--- src/rtl/judge_pkg.sv ---
// Shared definitions for the frame judge: class codes, FSM states and a
// reference shape-band table used by the judge and its bench.
package judge_pkg;

  localparam int CLASS_NONE  = 0;
  localparam int CLASS_SMALL = 6;

  typedef enum logic [1:0] {
    ST_IDLE,
    ST_PRE,
    ST_SCAN,
    ST_VOTE
  } judge_state_e;

  // Reference table for four bands, band 0 in the low bits.
  // Band 2 has lo > hi and therefore never matches.
  localparam int          DEF_NB           = 4;
  localparam logic [31:0] DEF_BAND_LO      = {8'h50, 8'h40, 8'h20, 8'h10};
  localparam logic [31:0] DEF_BAND_HI      = {8'h5F, 8'h3F, 8'h2F, 8'h12};
  localparam logic [31:0] DEF_BAND_MASK    = {8'hFF, 8'hFF, 8'hF0, 8'h0F};
  localparam logic [15:0] DEF_BAND_DEFAULT = {4'd7, 4'd1, 4'd5, 4'd3};

  function automatic logic band_hit(input logic [7:0] lo,
                                    input logic [7:0] hi,
                                    input logic [7:0] v);
    return (lo <= v) && (v <= hi);
  endfunction

endpackage

--- src/rtl/judge_argmax_scan.sv ---
// Serial argmax over N scores, one index per cycle, with tie and empty flags.
// Result outputs already include the index being examined in the done cycle.
module judge_argmax_scan
  import judge_pkg::*;
#(
  parameter int N  = 8,
  parameter int SW = 24
) (
  input  logic                 pixelclk,
  input  logic                 reset_n,
  input  logic                 start,
  input  logic [N-1:0]         mask,
  input  logic [N*SW-1:0]      scores,
  output logic                 done,
  output logic [$clog2(N)-1:0] best_idx,
  output logic                 tie,
  output logic                 empty
);

  localparam int             IW   = $clog2(N);
  localparam logic [IW-1:0]  LAST = IW'(N - 1);

  logic          active_q, active_d;
  logic [IW-1:0] idx_q, idx_d;
  logic [IW-1:0] bidx_q, bidx_d;
  logic [SW-1:0] best_q, best_d;
  logic          tie_q, tie_d;
  logic          have_q, have_d;
  logic [SW-1:0] cur;

  always_comb begin
    cur      = scores[idx_q*SW +: SW];
    active_d = active_q;
    idx_d    = idx_q;
    bidx_d   = bidx_q;
    best_d   = best_q;
    tie_d    = tie_q;
    have_d   = have_q;
    if (active_q && mask[idx_q]) begin
      if (!have_q || (cur > best_q)) begin
        best_d = cur;
        bidx_d = idx_q;
        tie_d  = 1'b0;
        have_d = 1'b1;
      end else if (cur == best_q) begin
        tie_d = 1'b1;
      end
    end
    if (active_q) begin
      idx_d = idx_q + 1'b1;
      if (idx_q == LAST) active_d = 1'b0;
    end
    if (start) begin
      active_d = 1'b1;
      idx_d    = '0;
      have_d   = 1'b0;
      tie_d    = 1'b0;
    end
  end

  always_ff @(posedge pixelclk or negedge reset_n) begin
    if (!reset_n) begin
      active_q <= 1'b0;
      idx_q    <= '0;
      bidx_q   <= '0;
      best_q   <= '0;
      tie_q    <= 1'b0;
      have_q   <= 1'b0;
    end else begin
      active_q <= active_d;
      idx_q    <= idx_d;
      bidx_q   <= bidx_d;
      best_q   <= best_d;
      tie_q    <= tie_d;
      have_q   <= have_d;
    end
  end

  assign done     = active_q && (idx_q == LAST);
  assign best_idx = bidx_d;
  assign tie      = tie_d;
  assign empty    = !have_d;

endmodule

--- src/rtl/judge_features_vote.sv ---
// Frame-level fruit classifier: band select, serial argmax, and a vote filter
// that only changes the reported class after VOTE_N identical frame results.
//
// state   | meaning
// IDLE    | waiting for a frame-end trigger
// PRE     | area thresholds and shape band lookup
// SCAN    | argmax over the band's candidate scores (N cycles)
// VOTE    | publish frame result, update vote counter and sort
module judge_features_vote
  import judge_pkg::*;
#(
  parameter int N      = 8,
  parameter int SW     = 24,
  parameter int CW     = 4,
  parameter int NB     = 4,
  parameter int VOTE_N = 3
) (
  input  logic              pixelclk,
  input  logic              reset_n,
  input  logic [23:0]       i_rgb,
  input  logic              i_hsync,
  input  logic              i_vsync,
  input  logic              i_de,
  input  logic [15:0]       area,
  input  logic [7:0]        shape,
  input  logic [N*SW-1:0]   scores,
  input  logic [15:0]       cfg_area_min,
  input  logic [15:0]       cfg_area_small,
  input  logic [NB*8-1:0]   band_lo,
  input  logic [NB*8-1:0]   band_hi,
  input  logic [NB*N-1:0]   band_mask,
  input  logic [NB*CW-1:0]  band_default,
  input  logic [N*CW-1:0]   class_map,
  output logic [23:0]       o_rgb,
  output logic              o_hsync,
  output logic              o_vsync,
  output logic              o_de,
  output logic [CW-1:0]     sort,
  output logic              sort_valid,
  output logic [CW-1:0]     raw_class,
  output logic              busy,
  output logic              overrun
);

  localparam int IW = $clog2(N);
  localparam int BW = (NB > 1) ? $clog2(NB) : 1;
  localparam int VW = $clog2(VOTE_N + 1);

  // Pixel stream pass-through, intentionally outside the reset domain.
  logic [23:0] rgb_q, rgb_d;
  logic        hs_q, hs_d, vso_q, vso_d, de_q, de_d;

  always_comb begin
    rgb_d = i_rgb;
    hs_d  = i_hsync;
    vso_d = i_vsync;
    de_d  = i_de;
  end

  always_ff @(posedge pixelclk) begin
    rgb_q <= rgb_d;
    hs_q  <= hs_d;
    vso_q <= vso_d;
    de_q  <= de_d;
  end

  assign o_rgb   = rgb_q;
  assign o_hsync = hs_q;
  assign o_vsync = vso_q;
  assign o_de    = de_q;

  judge_state_e       state_q, state_d;
  logic               vs_q, vs_d, trig_q, trig_d;
  logic               busy_q, busy_d, overrun_q, overrun_d;
  logic [15:0]        area_q, area_d, amin_q, amin_d, asmall_q, asmall_d;
  logic [7:0]         shape_q, shape_d;
  logic [N*SW-1:0]    scores_q, scores_d;
  logic [NB*8-1:0]    lo_q, lo_d, hi_q, hi_d;
  logic [NB*N-1:0]    mask_q, mask_d;
  logic [NB*CW-1:0]   dflt_q, dflt_d;
  logic [N*CW-1:0]    cmap_q, cmap_d;
  logic [BW-1:0]      band_q, band_d;
  logic [CW-1:0]      res_q, res_d, raw_class_q, raw_class_d;
  logic [CW-1:0]      cand_q, cand_d, sort_q, sort_d;
  logic [VW-1:0]      cnt_q, cnt_d;
  logic               sort_valid_q, sort_valid_d;

  logic               hit_any;
  logic [BW-1:0]      hit_b;
  logic               scan_start, scan_done, scan_tie, scan_empty;
  logic [IW-1:0]      scan_idx;

  // Lowest-numbered matching band wins.
  always_comb begin
    hit_any = 1'b0;
    hit_b   = '0;
    for (int b = NB - 1; b >= 0; b--) begin
      if (band_hit(lo_q[b*8 +: 8], hi_q[b*8 +: 8], shape_q)) begin
        hit_any = 1'b1;
        hit_b   = BW'(b);
      end
    end
  end

  judge_argmax_scan #(.N(N), .SW(SW)) u_scan (
    .pixelclk (pixelclk),
    .reset_n  (reset_n),
    .start    (scan_start),
    .mask     (mask_q[band_q*N +: N]),
    .scores   (scores_q),
    .done     (scan_done),
    .best_idx (scan_idx),
    .tie      (scan_tie),
    .empty    (scan_empty)
  );

  always_comb begin
    vs_d         = i_vsync;
    trig_d       = i_vsync & ~vs_q;
    state_d      = state_q;
    busy_d       = busy_q;
    overrun_d    = overrun_q | (trig_q & (state_q != ST_IDLE));
    area_d       = area_q;
    shape_d      = shape_q;
    scores_d     = scores_q;
    amin_d       = amin_q;
    asmall_d     = asmall_q;
    lo_d         = lo_q;
    hi_d         = hi_q;
    mask_d       = mask_q;
    dflt_d       = dflt_q;
    cmap_d       = cmap_q;
    band_d       = band_q;
    res_d        = res_q;
    raw_class_d  = raw_class_q;
    cand_d       = cand_q;
    cnt_d        = cnt_q;
    sort_d       = sort_q;
    sort_valid_d = 1'b0;
    scan_start   = 1'b0;
    case (state_q)
      ST_IDLE: begin
        if (trig_q) begin
          area_d   = area;
          shape_d  = shape;
          scores_d = scores;
          amin_d   = cfg_area_min;
          asmall_d = cfg_area_small;
          lo_d     = band_lo;
          hi_d     = band_hi;
          mask_d   = band_mask;
          dflt_d   = band_default;
          cmap_d   = class_map;
          busy_d   = 1'b1;
          state_d  = ST_PRE;
        end
      end
      ST_PRE: begin
        if (area_q <= amin_q) begin
          res_d   = CW'(CLASS_NONE);
          state_d = ST_VOTE;
        end else if (area_q <= asmall_q) begin
          res_d   = CW'(CLASS_SMALL);
          state_d = ST_VOTE;
        end else if (hit_any) begin
          band_d     = hit_b;
          scan_start = 1'b1;
          state_d    = ST_SCAN;
        end else begin
          res_d   = raw_class_q;
          state_d = ST_VOTE;
        end
      end
      ST_SCAN: begin
        if (scan_done) begin
          res_d   = (scan_tie || scan_empty) ? dflt_q[band_q*CW +: CW]
                                             : cmap_q[scan_idx*CW +: CW];
          state_d = ST_VOTE;
        end
      end
      ST_VOTE: begin
        raw_class_d = res_q;
        if (res_q == cand_q) begin
          if (cnt_q != VW'(VOTE_N)) cnt_d = cnt_q + 1'b1;
        end else begin
          cand_d = res_q;
          cnt_d  = VW'(1);
        end
        if ((cnt_d == VW'(VOTE_N)) && (cand_d != sort_q)) begin
          sort_d       = cand_d;
          sort_valid_d = 1'b1;
        end
        busy_d  = 1'b0;
        state_d = ST_IDLE;
      end
      default: state_d = ST_IDLE;
    endcase
  end

  always_ff @(posedge pixelclk or negedge reset_n) begin
    if (!reset_n) begin
      state_q      <= ST_IDLE;
      vs_q         <= 1'b0;
      trig_q       <= 1'b0;
      busy_q       <= 1'b0;
      overrun_q    <= 1'b0;
      area_q       <= '0;
      shape_q      <= '0;
      scores_q     <= '0;
      amin_q       <= '0;
      asmall_q     <= '0;
      lo_q         <= '0;
      hi_q         <= '0;
      mask_q       <= '0;
      dflt_q       <= '0;
      cmap_q       <= '0;
      band_q       <= '0;
      res_q        <= '0;
      raw_class_q  <= '0;
      cand_q       <= '0;
      cnt_q        <= '0;
      sort_q       <= '0;
      sort_valid_q <= 1'b0;
    end else begin
      state_q      <= state_d;
      vs_q         <= vs_d;
      trig_q       <= trig_d;
      busy_q       <= busy_d;
      overrun_q    <= overrun_d;
      area_q       <= area_d;
      shape_q      <= shape_d;
      scores_q     <= scores_d;
      amin_q       <= amin_d;
      asmall_q     <= asmall_d;
      lo_q         <= lo_d;
      hi_q         <= hi_d;
      mask_q       <= mask_d;
      dflt_q       <= dflt_d;
      cmap_q       <= cmap_d;
      band_q       <= band_d;
      res_q        <= res_d;
      raw_class_q  <= raw_class_d;
      cand_q       <= cand_d;
      cnt_q        <= cnt_d;
      sort_q       <= sort_d;
      sort_valid_q <= sort_valid_d;
    end
  end

  assign sort       = sort_q;
  assign sort_valid = sort_valid_q;
  assign raw_class  = raw_class_q;
  assign busy       = busy_q;
  assign overrun    = overrun_q;

endmodule

--- config.mk ---
export PLATFORM = sky130hd
export DESIGN_NAME = judge_features_vote
export DESIGN_NICKNAME = d
export VERILOG_FILES = /design/src/rtl/judge_pkg.sv /design/src/rtl/judge_argmax_scan.sv /design/src/rtl/judge_features_vote.sv
export SDC_FILE = /design/constraint.sdc
export NUM_CORES = 1
export LEC_CHECK = 0
export ABC_CLOCK_PERIOD_IN_PS = 5000
export CAP_MARGIN = 20
export CORE_ASPECT_RATIO = 0.9
export CORE_MARGIN = 2
export CORE_UTILIZATION = 47
export DETAILED_ROUTE_END_ITERATION = 8
export PLACE_DENSITY = 0.77
export RECOVER_POWER = 50
export SYNTH_ARGS = -nofsm -noshare
export SYNTH_HDL_FRONTEND = slang
export SYNTH_SLANG_ARGS = --single-unit
export TNS_END_PERCENT = 30
--- constraint.sdc ---
create_clock -name pixelclk -period 5 [get_ports pixelclk]
set_clock_uncertainty 0.2 [all_clocks]
set_input_delay 1.5 -clock pixelclk [delete_from_list [all_inputs] [get_ports pixelclk]]
set_output_delay 1.5 -clock pixelclk [all_outputs]
set_load 0.005 [all_outputs]
==> metrics.md <==
| Metric | Value |
|---|---|
| PD cells | `~640 nW/µm²` |
| First-pass GRT wire length | `approximately 93 mm` |
| NetSw | `between 6 and 7 mW` |
| Violated checks | `max-capacitance violations, max-slew violations` |
| Number of enable flip-flop cells after synthesis | `0` |
| CTS sink count | `approximately 480` |
| Worst setup EP type | `flop` |
| Worst slew pin tran | `~2.3 ns` |
| CTS HTree Levels | `2` |
| Setup TNS | `0 ns` |
| Post-Syn Nets | `roughly 2200` |
| Netlist cell types | `55` |
| Crit path DAT | `roughly 5.0 ns` |
| Critical path destination | `res_q[0]` |
| Hold_buf cts | `0` |
| Comb pwr share | `0.431` |
| Synthesis-to-finish area growth | `31.29%` |
| RD Place Congestion | `around 0.9` |
| WL/cell | `21.40 µm` |
| Detailed Route WL | `59.97 mm` |
| Initial antenna violation count | `19` |
| Vias | `around 15000` |
| Mapped Cells | `1664` |
| Seq pwr share | `0.370` |
| HP Class | `reg2reg` |
| Count of state elements after synthesis | `between 400 and 500` |
| Synth top area cells | `dfrtp_1 (50%), mux2_2 (21%), ha_1 (7.0%)` |
| Starting Density | `0.4738` |
| Reg2Reg Launch Point | `u_scan.idx_q[0]` |
| Mapped Avg Cell Area | `13.57 µm²` |
| Beginning of the critical path | `u_scan.idx_q[0]` |
| Switching portion of total power | `0.3467` |
| IR Drop Worst-Case VDD | `~0.33 mV` |
| Cell Rows | `between 70 and 80` |
| Register-to-Register Setup Slack | `approximately 0.3 ns` |
| Max-cap check violation count | `1` |
| Worst Setup Start Kind | `flop` |
| Vias/cell | `~5.5` |
| Hold_ws | `approximately 0.23 ns` |
| CTS max path bufs | `3` |
| DRC | `0` |
| Final setup fails | `0` |
| Critical R2R Capture | `res_q[0]` |
| Clock Latency Late Sink | `between 0.6 and 0.7 ns` |
| FF-to-FF path depth | `14` |
| Mapped Area | `22570 µm²` |
| Synth warn | `0` |
| Ys async rst share | `0.9436` |
| First DRT Iteration DRCs | `slightly below 800` |
| Hold Fails Final Rpt | `0` |
| Die H | `around 210 µm` |
| Unrepaired setup endpoints after global routing | `no` |
| Required @ worst endpoint | `between 5 and 6 ns` |
| Pleak | `about 13 nW` |
| Power Internal | `roughly 12 mW` |
| Share of cells above drive strength 1 | `0.2763` |
| Cells resized by post-CTS repair | `0` |
| IO Pins | `~460` |
| Clock slew at reported path FFs | `roughly 0.060 ns` |
| Total grt overflow | `0` |
| DR pass1 iterations | `8` |
| Final Instance Count excl. Fillers | `between 2000 and 3000` |
| Root Driver | `clkbuf_16` |
| Cell taking the most area after synthesis | `dfrtp_1` |
| DP HPWL | `45.43 mm` |
| Largest net degree at the start of global routing | `between 90 and 100` |
| Sequential element share of the synthesized area | `0.5250` |
| Num CTS Buffers | `a little over 50` |
| Area of the die | `49800 µm²` |
| Fin crit period | `approximately 4.7 ns` |
| WS Path Type | `reg2reg` |
| FMAX | `about 210 MHz` |
| Core area | `about 48000 µm²` |
| Crit path max fanout | `17` |
| Clk pwr share | `0.199` |
| Final slew viol count | `91` |
| Outcome | `finished, violations left` |
| Fin crit share | `0.9391` |
| TritonCTS clock tree | `built` |
| Final antenna-violating net count | `0` |
| Util after Layout | `0.6221` |
| Die width | `235.0 µm` |
| Nets | `2674` |
| Worst slew margin | `-0.5337` |
| Vias in the first global route | `16520` |
| Prevailing post-synth register cell | `dfrtp_1` |
| Post-CTS Setup Repair Bufs | `0` |
| Placed Instances | `2698` |
| Total GRT Usage | `0.2428` |
| Synth top area share | `0.5011` |
| Port bufs | `458` |
-- state kept, by name (all words and copies together), names as in the netlist, 2 cells and up --
signal	count
hi_q	32
scores_q	192
band_q	2
sort	4
mask_q	32
cand_q	4
state_q	2
amin_q	16
area_q	16
cnt_q	2
cmap_q	32
dflt_q	16
res_q	4
u_scan.bidx_q	3
u_scan.best_q	24
shape_q	8
raw_class	4
u_scan.idx_q	3
o_rgb	24
asmall_q	16
lo_q	32
-- routing by layer --
metal,part of all wire,vias up,wire length (µm),global-route usage
met4,0.033,12,1960,0.09210
met3,0.068,123,4077,0.05529
met5,0.0013,-,78,0
li1,-,6923,-,-
met2,0.48,512,29010,0.4040
met1,0.41,7724,24840,0.3113
-- cells by family after synthesis --
group,count (synthesis),share of synthesized area
muxes,508,0.2839
DFF,479,0.5250
buffers and inverters,196,0.03409
and+or+nand+nor,196,0.04091
AOI/OAI and AO/OA,150,0.04279
adders and majority gates,126,0.06984
xor gates and xnor gates,9,0.003492
-- stage by stage --
step | total power [mW] | worst slack [ns] | instance area [µm²]
5_1_grt | 20.50 | 0.02744 | 29630
2_1_floorplan | 12.68 | 0.2682 | 22570
4_1_cts | 19.27 | 0.3232 | 29680
3_3_place_gp | 14.92 | 0.4725 | 28010
3_5_place_dp | 15.37 | 0.3459 | 28010
6_report | 19.11 | 0.3045 | 29640
-- layout by cell type, fill, tap and decap left out, types with 14 or more instances in the layout --
master,count
ha_1,126
diode_2,14
mux2_2,420
clkbuf_16,51
a21oi_1,58
nand2_1,97
mux2i_1,24
dfrtp_1,450
dfxtp_1,27
dlygate4sd3_1,27
mux4_2,62
clkbuf_1,18
o21ai_0,34
nand4_1,29
nor2_1,23
clkdlybuf4s50_1,430
inv_1,123
-- worst min path at each step --
stage	from	endpoint	cells past startpoint
finish	vs_q	trig_q	1
floorplan	vs_q	trig_q	1
global route	vs_q	trig_q	1
global placement	vs_q	trig_q	1
detailed placement	vs_q	trig_q	1
CTS	vs_q	trig_q	1
-- layout make-up --
class / count / area (µm²)
Clock buffer: 81 / 1519
Fill cell: 3538 / 18000
Inverter: 124 / 465.4
Tap cell: 624 / 780.7
Sequential cell: 479 / 11860
Clock inverter: 9 / 157.7
Antenna cell: 14 / 35.03
Timing Repair Buffer: 482 / 4851
Multi-Input combinational cell: 989 / 9968
-- power by group through the flow --
stage	combinational [mW]	sequential, mW	clock, mW
2_1_floorplan	6.22	6.47	0
3_3_place_gp	7.87	7.05	0
3_5_place_dp	8.24	7.12	0
4_1_cts	8.29	7.07	3.90
5_1_grt	9.15	7.30	4.05
6_report	8.23	7.07	3.81
-- cell usage after synthesis (3+ instances only) --
library cell	instances
a21oi_1	58
nand2_1	98
ha_1	126
nand3_1	8
dfrtp_1	452
and3_1	3
o21a_1	3
nor2b_1	12
or2_2	4
a31o_2	3
xnor2_1	7
mux2_2	420
mux2i_1	24
and2_1	3
o211ai_1	10
dfxtp_1	27
nand4_1	29
nand3b_1	4
o22ai_1	3
mux4_2	62
a211oi_2	4
a21o_1	9
a32oi_1	3
clkbuf_1	57
a211oi_1	6
nor2_1	23
nor4_1	5
o21ai_0	34
buf_1	10
inv_1	123
-- critical path: stages (launching register included) --
cell,delay [ns]
dfrtp_4,0.62
buf_12,0.23
mux4_2,0.50
nand2_1,0.08
nand2_1,0.08
ha_1,0.30
nand4_1,0.15
nor4_1,0.58
and3_1,0.29
nand2_1,0.10
o211ai_4,0.11
mux2_4,0.45
mux2i_1,0.17
mux4_2,0.50
a211oi_2,0.21
(Power assumes the default switching activity.)
